==> src/rtl/gray_ptr_ctrl_pkg.sv <==
// Shared constants and Gray/binary helpers for the CDC FIFO pointer controllers.
// Helpers work on a zero-extended word, so any pointer width up to PTR_MAX_W is valid.
package gray_ptr_ctrl_pkg;

  localparam int MODE_WRITE = 0;
  localparam int MODE_READ  = 1;
  localparam int PTR_MAX_W  = 32;

  typedef logic [PTR_MAX_W-1:0] ptr_word_t;

  function automatic ptr_word_t bin2gray(input ptr_word_t bin);
    return bin ^ (bin >> 1);
  endfunction

  // Zero upper bits decode to zero, so the result is exact for any narrower width.
  function automatic ptr_word_t gray2bin(input ptr_word_t gray);
    ptr_word_t bin;
    bin[PTR_MAX_W-1] = gray[PTR_MAX_W-1];
    for (int i = PTR_MAX_W - 2; i >= 0; i--) begin
      bin[i] = bin[i+1] ^ gray[i];
    end
    return bin;
  endfunction

endpackage

==> src/rtl/gray_ptr_ctrl_if.sv <==
// Pointer-controller port bundle: advance request, remote Gray pointer in,
// local pointers, RAM address, full/empty flag and occupancy out.
interface gray_ptr_ctrl_if #(
  parameter int ADDR_WIDTH = 4
);

  logic                  incr;
  logic [ADDR_WIDTH:0]   remoteGray;
  logic [ADDR_WIDTH:0]   ptrGray;
  logic [ADDR_WIDTH:0]   ptrBin;
  logic [ADDR_WIDTH-1:0] addr;
  logic                  flag;
  logic [ADDR_WIDTH:0]   level;

  modport master (
    output incr, remoteGray,
    input  ptrGray, ptrBin, addr, flag, level
  );

  modport slave (
    input  incr, remoteGray,
    output ptrGray, ptrBin, addr, flag, level
  );

endinterface

==> src/rtl/gray_ptr_sync.sv <==
// Multi-flop synchroniser for the remote Gray pointer; latency STAGES edges.
// No backpressure: samples every edge. Flop names carry the cdc_sync_ prefix for CDC constraints.
module gray_ptr_sync #(
  parameter int WIDTH  = 5,
  parameter int STAGES = 2
) (
  input  logic             clk,
  input  logic             rst_n,
  input  logic [WIDTH-1:0] async_d,
  output logic [WIDTH-1:0] sync_q
);

  logic [STAGES-1:0][WIDTH-1:0] cdc_sync_q;

  always_ff @(posedge clk or negedge rst_n) begin
    if (!rst_n) begin
      cdc_sync_q <= '0;
    end else begin
      cdc_sync_q <= {cdc_sync_q[STAGES-2:0], async_d};
    end
  end

  assign sync_q = cdc_sync_q[STAGES-1];

endmodule

==> src/rtl/gray_ptr_ctrl.sv <==
// Registered Gray FIFO pointer with synchronised remote pointer, full/empty flag and level.
// Local update same edge as incr; remote change visible SYNC_STAGES edges later; incr ignored while flag=1.
module gray_ptr_ctrl
  import gray_ptr_ctrl_pkg::*;
#(
  parameter int ADDR_WIDTH  = 4,
  parameter int MODE        = MODE_WRITE,
  parameter int SYNC_STAGES = 2
) (
  input  logic           ACLK,
  input  logic           ARESETN,
  gray_ptr_ctrl_if.slave bus
);

  localparam int PW      = ADDR_WIDTH + 1;
  localparam bit IS_READ = (MODE == MODE_READ);

  // Full means the remote pointer is one lap behind: its top two Gray bits inverted.
  localparam logic [PW-1:0] FULL_MASK = PW'(3) << (PW - 2);

  if (SYNC_STAGES < 2 || SYNC_STAGES > 4) begin : g_bad_sync
    $error("gray_ptr_ctrl: SYNC_STAGES must be 2..4");
  end

  logic [PW-1:0] ptr_bin_q;
  logic [PW-1:0] ptr_gray_q;
  logic          flag_q;
  logic [PW-1:0] level_q;

  logic          accept;
  logic [PW-1:0] bin_next;
  logic [PW-1:0] gray_next;
  logic [PW-1:0] sync_gray;
  logic [PW-1:0] rem_bin;
  logic          flag_next;
  logic [PW-1:0] level_next;

  gray_ptr_sync #(
    .WIDTH  (PW),
    .STAGES (SYNC_STAGES)
  ) u_sync (
    .clk     (ACLK),
    .rst_n   (ARESETN),
    .async_d (bus.remoteGray),
    .sync_q  (sync_gray)
  );

  assign accept  = bus.incr & ~flag_q;
  assign rem_bin = PW'(gray2bin(ptr_word_t'(sync_gray)));

  always_comb begin
    bin_next   = ptr_bin_q;
    gray_next  = ptr_gray_q;
    flag_next  = 1'b0;
    level_next = '0;
    if (accept) begin
      bin_next  = ptr_bin_q + PW'(1);
      gray_next = PW'(bin2gray(ptr_word_t'(bin_next)));
    end
    // Flag and level use the post-increment pointer against the already-synchronised remote.
    if (IS_READ) begin
      flag_next  = (gray_next == sync_gray);
      level_next = rem_bin - bin_next;
    end else begin
      flag_next  = (gray_next == (sync_gray ^ FULL_MASK));
      level_next = bin_next - rem_bin;
    end
  end

  always_ff @(posedge ACLK or negedge ARESETN) begin
    if (!ARESETN) begin
      ptr_bin_q  <= '0;
      ptr_gray_q <= '0;
      flag_q     <= IS_READ;
      level_q    <= '0;
    end else begin
      ptr_bin_q  <= bin_next;
      ptr_gray_q <= gray_next;
      flag_q     <= flag_next;
      level_q    <= level_next;
    end
  end

  assign bus.ptrBin  = ptr_bin_q;
  assign bus.ptrGray = ptr_gray_q;
  assign bus.addr    = ptr_bin_q[ADDR_WIDTH-1:0];
  assign bus.flag    = flag_q;
  assign bus.level   = level_q;

endmodule

==> src/flat_wrapper.sv <==
// flat-port wrapper written by rule: the top's interface ports become plain ports
module gray_ptr_ctrl_flat import gray_ptr_ctrl_pkg::*;
#(
  parameter int ADDR_WIDTH  = 4,
  parameter int MODE        = MODE_WRITE,
  parameter int SYNC_STAGES = 2
)
  (ACLK, ARESETN, bus_incr, bus_remoteGray, bus_ptrGray, bus_ptrBin, bus_addr, bus_flag, bus_level);
  gray_ptr_ctrl_if #(.ADDR_WIDTH(ADDR_WIDTH)) bus_i ();
  input  logic ACLK;
  input  logic ARESETN;
  input wire logic [$bits(bus_i.incr)-1:0] bus_incr;
  input wire logic [$bits(bus_i.remoteGray)-1:0] bus_remoteGray;
  output wire logic [$bits(bus_i.ptrGray)-1:0] bus_ptrGray;
  output wire logic [$bits(bus_i.ptrBin)-1:0] bus_ptrBin;
  output wire logic [$bits(bus_i.addr)-1:0] bus_addr;
  output wire logic [$bits(bus_i.flag)-1:0] bus_flag;
  output wire logic [$bits(bus_i.level)-1:0] bus_level;
  assign bus_i.incr = bus_incr;
  assign bus_i.remoteGray = bus_remoteGray;
  assign bus_ptrGray = bus_i.ptrGray;
  assign bus_ptrBin = bus_i.ptrBin;
  assign bus_addr = bus_i.addr;
  assign bus_flag = bus_i.flag;
  assign bus_level = bus_i.level;
  gray_ptr_ctrl #(.ADDR_WIDTH(ADDR_WIDTH), .MODE(MODE), .SYNC_STAGES(SYNC_STAGES)) u_core (.ACLK(ACLK), .ARESETN(ARESETN), .bus(bus_i));
endmodule
==> config.mk <==
export PLATFORM = sky130hd
export DESIGN_NAME = gray_ptr_ctrl_flat
export DESIGN_NICKNAME = d
export VERILOG_FILES = /design/src/rtl/gray_ptr_ctrl_pkg.sv /design/src/rtl/gray_ptr_ctrl_if.sv /design/src/rtl/gray_ptr_sync.sv /design/src/rtl/gray_ptr_ctrl.sv /design/src/flat_wrapper.sv
export SDC_FILE = /design/constraint.sdc
export NUM_CORES = 1
export LEC_CHECK = 0
export BUFFER_PORTS_ARGS = -buffer_cell sky130_fd_sc_hd__buf_2
export CAP_MARGIN = 20
export CORE_UTILIZATION = 47
export CTS_CLUSTER_DIAMETER = 50
export DETAILED_ROUTE_END_ITERATION = 16
export HOLD_SLACK_MARGIN = 0.15
export PLACE_DENSITY_LB_ADDON = 0.12
export SETUP_SLACK_MARGIN = 0.15
export SKIP_LAST_GASP = 1
export SLEW_MARGIN = 20
export SYNTH_ARGS = -nofsm -noshare
export SYNTH_HDL_FRONTEND = slang
export SYNTH_SLANG_ARGS = --single-unit
==> constraint.sdc <==
create_clock -name ACLK -period 2.5 [get_ports ACLK]
set_input_delay 0.75 -clock ACLK [delete_from_list [all_inputs] [get_ports ACLK]]
set_output_delay 0.75 -clock ACLK [all_outputs]
set_load 0.1 [all_outputs]
==> results of run 1 <==
[cell usage in the layout, fill, tap and decap left out, types with 2 or more instances in the layout]
cell and count:
nor2_1 4, inv_1 10, buf_4 12, nand2_1 4, xor2_2 3, a21oi_1 2
ha_1 4, clkbuf_4 3, buf_2 27, o211ai_1 2, xnor2_1 8, a21o_1 2
xnor2_2 3, dfrtp_2 3, dfrtp_1 22, xor2_1 6
[cells by family (layout without fill, tap and decap cells)]
kind of cell               after synthesis  after routing
buffers and inverters                   17             53
xor gates and xnor gates                22             22
AOI/OAI and AO/OA                       13             13
and+or+nand+nor                         12             12
adders and majority gates                6              6
DFF                                     26             26
muxes                                    3              3
[metal layers]
layer,global-route usage (%),up-vias,routed length [um]
li1,-,383,-
met1,21.1,382,952
met2,28.0,23,1140
met3,1.69,4,94
met4,12.4,0,52
met5,0,-,0
[how the worst max path moves through the flow]
stage | endpoint | slack [ns] | depth (start not counted)
after global placement | u_core.bus.level[4] | 0.03 | 9
after floorplan | u_core.bus.level[4] | 0.16 | 11
after detailed placement | u_core.bus.level[4] | -0.03 | 9
after CTS | u_core.bus.level[4] | 0.13 | 11
after global routing | u_core.bus.level[4] | -0.03 | 11
final | u_core.bus.level[4] | 0.15 | 11
[metrics by stage]
step | hold WS [ns] | instance area, sq um | setup slack (ns)
after floorplan | 0.331 | 1300 | 0.157
after global placement | 0.332 | 1450 | 0.0302
after detailed placement | 0.336 | 1450 | -0.0331
after CTS | 0.368 | 1550 | 0.130
after global routing | 0.371 | 1580 | -0.0318
final | 0.364 | 1580 | 0.152
[area by class of cell]
type	count	area share (%)
inverter	10	2.38
timing repair buffer	39	14.3
sequential	26	41.8
multi-input combinational	56	35.8
clock buffer	3	1.43
clock inverter	1	1.91
tap	30	2.38
[worst max-delay path, cell delays in order (launching register included)]
cell,delay [ns]
dfrtp_1,0.43
xnor2_2,0.24
xor2_2,0.23
xor2_2,0.18
xnor2_1,0.14
ha_2,0.22
fa_2,0.20
inv_1,0.04
a21o_1,0.15
a21oi_2,0.17
xnor2_2,0.13
xnor2_1,0.14
[timing repair]
| item | CTS | global route |
|---|---|---|
| endpoints found under the setup margin | 1 | 1 |
| gates resized for setup | 3 | 1 |
| pin swaps | 10 | 9 |
| setup buffers | 4 | 3 |
| hold endpoints to repair | 0 | 0 |
[sequential cells by signal, indices dropped and copies added (netlist names)]
signal / flops
u_core.bus.ptrGray: 5
u_core.u_sync.cdc_sync_q: 5
u_core.bus.flag: 1
u_core.bus.level: 5
u_core.bus.ptrBin: 5
u_core.u_sync.sync_q: 5
==> run metrics, run 1 <==
status complete, no violations; critical-path maximum fanout 2; top-area cell type share of the netlist area 51.2%; Tot GR Track Use 17.1%; later-pin clock latency in the skew report 0.33 ns; TritonCTS clock tree yes; FF/Latch Area 658 sq um; multiplexer share of the synthesized area 2.85%; Seq/Total Area, Yosys 51.2%; EDFF count, synth 0; compound-gate portion of the synthesized area 7.87%; synth top area cells dfrtp_1 51%, xnor2_1 7.6%, ha_1 4.9%; core area 2520 sq um; IO Pins 28; Yosys top cell by area dfrtp_1; Die H 54.0 um; clk_skew 0.00896 ns; Rel. slew slack 63.2%; final hold violations 0; Setup CP Type reg2reg; asr flop ratio synth 100%; Adder-Cell Fraction of Synth Area 6.50%; Synth Instances 99; FF-to-FF path depth 11; first-pass GRT wire length 3240 um; capture point of the worst reg-to-reg path u_core.bus.level[4]; IO Port Bufs 27; Core Util, Final 62.5%; non-filler instance count after layout 165; most common cell in the netlist dfrtp_1; Critical Path Source u_core.u_sync.sync_q[4]; Detail Route Antenna Nets 0; post-synthesis simple-gate area fraction 5.51%; list of most frequent post-synthesis cells 26 x dfrtp_1, 11 x xnor2_1, 10 x inv_1; Synth Area in XOR/XNOR 19.2%; detailed-route wire length 2240 um; minimum clock period 2.35 ns; Worst setup SP type flip-flop; syn_nets 113; Longest Clk Path Bufs 2; Synth Register Bits 26; nets@finish 150; Sink Count 26; clk root buf clkbuf_4; initial antenna violation count 0; HP Start u_core.u_sync.cdc_sync_q[2]; Reg clk slew, reported paths 0.14 ns; Hold-fix buffers, CTS 0; Distinct cells, synth 31; hold path endpoint u_core.u_sync.sync_q[2]; Worst-Margin Slew 0.552 ns; FF-to-FF setup slack 0.15 ns; Die ar. 2920 sq um; number of global-route vias before repair 726; crit path DAT 2.60 ns; ANT cells 0; detailed placement HPWL 1640 um; Max-Cap Viols 0; WL/cell 13.6 um; Pins Over Slew Limit 0; largest net degree at the start of global routing 27; area grow syn2layout 23.9%; RSZ-0062 raised after global routing yes; via count 792; row count 18; Post-route DRC 0; Mean Syn Cell Area 12.8 sq um; first-pass detailed-route iteration total 4; Worst Setup End Kind flip-flop; cell area after synthesis 1270 sq um; yosys warns 0; area taken by multi-input logic gates 564 sq um; Reg2Reg Launch Point u_core.u_sync.sync_q[4]; routability cong. 0.762; die width 54.0 um; critical path required time 2.76 ns; total CTS buffers 3; Post-synth top flop dfrtp_1; Setup violations, final 0; FILL cells 203; Via density 4.80; Tightest Hold Check Type reg2reg; hold path cells 0; Max Freq 0.426 GHz; GRT Residual Overflow 0; DR iter-0 viols 6; Placed Instances 154; CTS H-tree lvls 1; fin crit share 93.9%; combinational family with the most area after synthesis XOR/XNOR gates; Initial Util 50.4%; setup TNS 0 ns; layout cells sized above 1 45.9%
Power of run 1 is not shown: default switching activity piles up to over one toggle a cycle in this logic, so the estimate is an artifact.
==> inputs of run 2 (changes only) <==
CORE_UTILIZATION = 56   (was 47)
clock period = 2.8 ns   (was 2.5 ns; I/O delays follow)
==> run 2 against run 1 <==
Net effect: first-iteration DRC count is 67% lower; highest routed layer unchanged; largest cell class unchanged; hold slack better by 0.0022 ns; critical path depth is the same; die area fell by 15%; global-route usage increased by 0.59 points; utilization up 9.5 points; via count decreased by 9.1%; flip-flop and latch count stayed put; critical path type unchanged.
==> run metrics, run 2 (synthesis gave the netlist of run 1 again) <==
critical-path maximum fanout 3 (+1); GRT Residual Overflow 0 (unchanged); total CTS buffers 3 (unchanged); first-pass detailed-route iteration total 4 (unchanged); crit path DAT 2.68 ns (+0.08 ns); Post-route DRC 0 (unchanged); ANT cells 0 (unchanged); routability cong. 0.859 (+13%); most frequent cells in the layout 27 x buf_2, 24 x dfrtp_1, 10 x inv_1, 10 x xnor2_1, 6 x xor2_1; critical path required time 3.05 ns (+0.29 ns); Rel. slew slack 63.5% (+0.28 points); Tightest Hold Check Type reg2reg; Pins Over Slew Limit 0 (unchanged); later-pin clock latency in the skew report 0.31 ns (-0.02 ns); Worst Setup End Kind flip-flop; Setup CP Type reg2reg; minimum clock period 2.43 ns (+0.0823 ns); via count 720 (-9.1%); Max-Cap Viols 0 (unchanged); Via density 4.71 (-2.0%); Detail Route Antenna Nets 0 (unchanged); Critical Path Source u_core.u_sync.sync_q[3]; Initial Util 62.3% (+12 points); WL/cell 12.4 um (-8.5%); RSZ-0062 raised after global routing no; Die H 49.6 um (-8.1%); Core Util, Final 72.0% (+9.5 points); Max Freq 0.411 GHz (-3.4%); Reg clk slew, reported paths 0.13 ns (about the same); Worst-Margin Slew 0.548 ns (-0.00413 ns); clk root buf clkbuf_4; fin crit share 86.8% (-7.1 points); row count 16 (-2); initial antenna violation count 0 (unchanged); Tot GR Track Use 17.7% (+0.59 points); Longest Clk Path Bufs 2 (unchanged); die width 49.6 um (-8.1%); status complete, no violations; Final Cell Area 1470 sq um (-6.7%); largest net degree at the start of global routing 27 (unchanged); nets@finish 141 (-6.0%); IO Port Bufs 27 (unchanged); first-pass GRT wire length 3280 um (+1.3%); CTS H-tree lvls 1 (unchanged); DR iter-0 viols 2 (-4); Sink Count 26 (unchanged); Reg2Reg Launch Point u_core.u_sync.sync_q[3]; FF-to-FF path depth 11 (unchanged); Setup violations, final 0 (unchanged); TritonCTS clock tree yes; area grow syn2layout 15.6%; detailed-route wire length 1900 um (-15%); Worst setup SP type flip-flop; Worst Setup EP u_core.bus.level[4]; placed cell area 1410 sq um (-3.3%); capture point of the worst reg-to-reg path u_core.bus.level[4]; core area 2040 sq um (-19%); IO Pins 28 (unchanged); WHS 0.367 ns (+0.00220 ns); Die ar. 2460 sq um (-15%); clk_skew 0.00397 ns (-0.00498 ns); FF-to-FF setup slack 0.37 ns (+0.22 ns); number of global-route vias before repair 729 (+0.41%); most frequent standard cell in the layout excluding fill and tap cells buf_2; detailed placement HPWL 1440 um (-12%); layout cells sized above 1 36.5% (-9.4 points); final hold violations 0 (unchanged); setup TNS 0 ns (unchanged)
run 2: cell types whose count changed in the layout (fill, tap and decap cells not counted), moves of 2 or more:
cell and change:
buf_4 -9, dfrtp_1 +2, xnor2_1 +2, xnor2_2 -3
run 2: final cells by class:
type / instances / area (sq um)
Clock buffer: 4 / 36.3
Sequential cell: 26 / 653
Inverter: 10 / 37.5
Timing Repair Buffer: 30 / 158
Tap cell: 27 / 33.8
Multi-Input combinational cell: 56 / 552
Fill cell: 152 / 572
run 2: worst min path at each step:
stage | cells past startpoint | to | startpoint | slack (ns)
floorplan | 0 | u_core.u_sync.sync_q[0] | u_core.u_sync.cdc_sync_q[0] | 0.33
global placement | 0 | u_core.u_sync.sync_q[1] | u_core.u_sync.cdc_sync_q[1] | 0.33
detailed placement | 0 | u_core.u_sync.sync_q[0] | u_core.u_sync.cdc_sync_q[0] | 0.34
CTS | 0 | u_core.u_sync.sync_q[0] | u_core.u_sync.cdc_sync_q[0] | 0.37
global route | 0 | u_core.u_sync.sync_q[3] | u_core.u_sync.cdc_sync_q[3] | 0.38
finish | 0 | u_core.u_sync.sync_q[3] | u_core.u_sync.cdc_sync_q[3] | 0.37
run 2: layer usage:
layer  GRT usage (%)  part of all wire [%]
met5               0                     0
met1            25.2                    48
met2            29.3                    48
met3           0.926                   3.2
met4            5.71                  0.42
run 2: repair_timing:
item | CTS | global route
gates resized for setup | 0 | 3
hold buffers | 0 | 0
buffers inserted | 0 | 1
setup endpoints to repair | 0 | 1
hold endpoints to repair | 0 | 0
run 2: metrics by stage:
stage	setup WS (ns)	instances
final	0.370	153
after global placement	0.244	148
after detailed placement	0.210	148
after global routing	0.154	153
after floorplan	0.181	99
after CTS	0.220	152
run 2: worst max-delay path, stage by stage, from the launching register on:
cell and delay (ns):
dfrtp_1 0.48, xnor2_4 0.20, xor2_2 0.22, xor2_2 0.22
xnor2_1 0.10, ha_1 0.21, fa_1 0.40, inv_1 0.07
a21o_1 0.10, a21oi_1 0.07, xnor2_1 0.18, xnor2_1 0.13
Power of run 2 is left out for the same reason.
==> inputs of run 3 (changes only) <==
CORE_UTILIZATION = 45   (was 56)
CTS_CLUSTER_DIAMETER = 40   (was 50)
==> run 3 against run 2 <==
Net effect: hold slack worse by 0.0031 ns; maximum frequency shrank 2.6%; critical path depth unchanged; non-clock buffer count rose by 5; register-to-register slack got worse by 0.07 ns.
==> run metrics, run 3 (synthesis gave the netlist of run 1 again) <==
status complete, no violations; Placed Instances 151 (+2.0%); layout cells sized above 1 40.5% (+4.0 points); FILL cells 215 (+41%); Max-Cap Viols 0 (unchanged); HP Start u_core.u_sync.cdc_sync_q[0]; CTS H-tree lvls 1 (unchanged); Critical Path Source u_core.u_sync.sync_q[3]; initial antenna violation count 0 (unchanged); routability cong. 0.742 (-14%); first-pass detailed-route iteration total 4 (unchanged); largest net degree at the start of global routing 27 (unchanged); Max Freq 0.401 GHz (-2.6%); slowest CP cell dfrtp_2; critical-path maximum fanout 3 (unchanged); Initial Util 49.5% (-13 points); Core Util, Final 59.0% (-13 points); non-filler instance count after layout 161 (+5.2%); Crit path buffers/inverters 1 (unchanged); Die H 55.2 um (+11%); critical path's most frequent cell xnor2_1; Detail Route Antenna Nets 0 (unchanged); Post-route DRC 0 (unchanged); Worst-Margin Slew 0.563 ns (+0.0149 ns); first-pass GRT wire length 3000 um (-8.6%); IO Pins 28 (unchanged); most frequent standard cell in the layout excluding fill and tap cells buf_2; critical path required time 3.05 ns (about the same); detailed-route wire length 1990 um (+5.0%); setup TNS 0 ns (unchanged); row count 18 (+2); Sink Count 26 (unchanged); later-pin clock latency in the skew report 0.32 ns (about the same); ANT cells 0 (unchanged); minimum clock period 2.50 ns (+0.0658 ns); nets@finish 146 (+3.5%); DR iter-0 viols 8 (+6); GRT Residual Overflow 0 (unchanged); number of global-route vias before repair 657 (-9.9%); Pins Over Slew Limit 0 (unchanged); die width 55.2 um (+11%); Setup CP Type reg2reg; area grow syn2layout 19.2%; Max stage delay on crit path 0.48 ns (about the same); Via density 4.73 (+0.57%); Reg2Reg Launch Point u_core.u_sync.sync_q[3]; clk root buf clkbuf_4; Worst Setup End Kind flip-flop; FF/Latch Area 654 sq um (+0.19%); FF-to-FF setup slack 0.30 ns (-0.07 ns); area taken by multi-input logic gates 554 sq um (+0.45%); Setup violations, final 0 (unchanged); delay-heaviest family, CP XOR/XNOR gates; IO Port Bufs 27 (unchanged); Tot GR Track Use 14.9% (-2.9 points); most frequent cells in the layout 27 x buf_2, 23 x dfrtp_1, 10 x inv_1, 10 x xnor2_1, 8 x buf_4; Rel. slew slack 62.5% (-0.99 points); total CTS buffers 3 (unchanged); RSZ-0062 raised after global routing no; core area 2570 sq um (+26%); Longest Clk Path Bufs 2 (unchanged); Worst setup SP type flip-flop; crit path cell chain xnor2_4, xor2_2, xor2_2, xnor2_1, ha_2, fa_1, inv_1, a21o_1, a21oi_1, xnor2_1, xnor2_1; WL/cell 12.4 um (-0.21%); TritonCTS clock tree yes; fin crit share 89.1% (+2.3 points); detailed placement HPWL 1420 um (-1.4%); crit path DAT 2.75 ns (+0.07 ns); final hold violations 0 (unchanged); clk_skew 0.00957 ns (+0.00560 ns); Die ar. 3040 sq um (+23%); Tightest Hold Check Type reg2reg; Reg clk slew, reported paths 0.14 ns (about the same); via count 762 (+5.8%)
run 3: repair_timing:
action	4_1_cts	5_1_grt
endpoints found under the setup margin	0	1
gates resized for setup	0	5
hold buffers	0	0
buffers inserted	0	6
run 3: worst paths after layout:
check,endpoint,cells after the start
setup / recovery,u_core.bus.level[4],11
hold / removal,u_core.u_sync.sync_q[0],0
setup reg to reg,u_core.bus.level[4],11
hold reg to reg,u_core.u_sync.sync_q[0],0
max in group asynchronous,u_core.u_sync.sync_q[4],1
min in group asynchronous,u_core.bus.ptrBin[0],1
run 3: layout make-up:
type | count | area share (%)
Clock buffer | 4 | 2.39
Multi-Input combinational cell | 56 | 36.6
Tap cell | 30 | 2.48
Sequential cell | 26 | 43.2
Inverter | 10 | 2.48
Timing Repair Buffer | 35 | 12.9
run 3: layer usage:
layer / share of wire (%) / track usage [%] / up-vias
li1: - / - / 373
met3: 4.2 / 3.28 / 6
met1: 47 / 20.7 / 354
met5: 0 / 0 / -
met2: 46 / 21.7 / 29
met4: 2.4 / 7.50 / 0
run 3: per-stage QoR:
step	worst slack [ns]	hold WS, ns	area (sq um)
2_1_floorplan	0.181	0.331	1270
5_1_grt	0.0862	0.376	1520
4_1_cts	0.171	0.365	1450
3_3_place_gp	0.235	0.332	1410
6_report	0.304	0.364	1520
3_5_place_dp	0.178	0.335	1410
Power of run 3 is left out for the same reason.
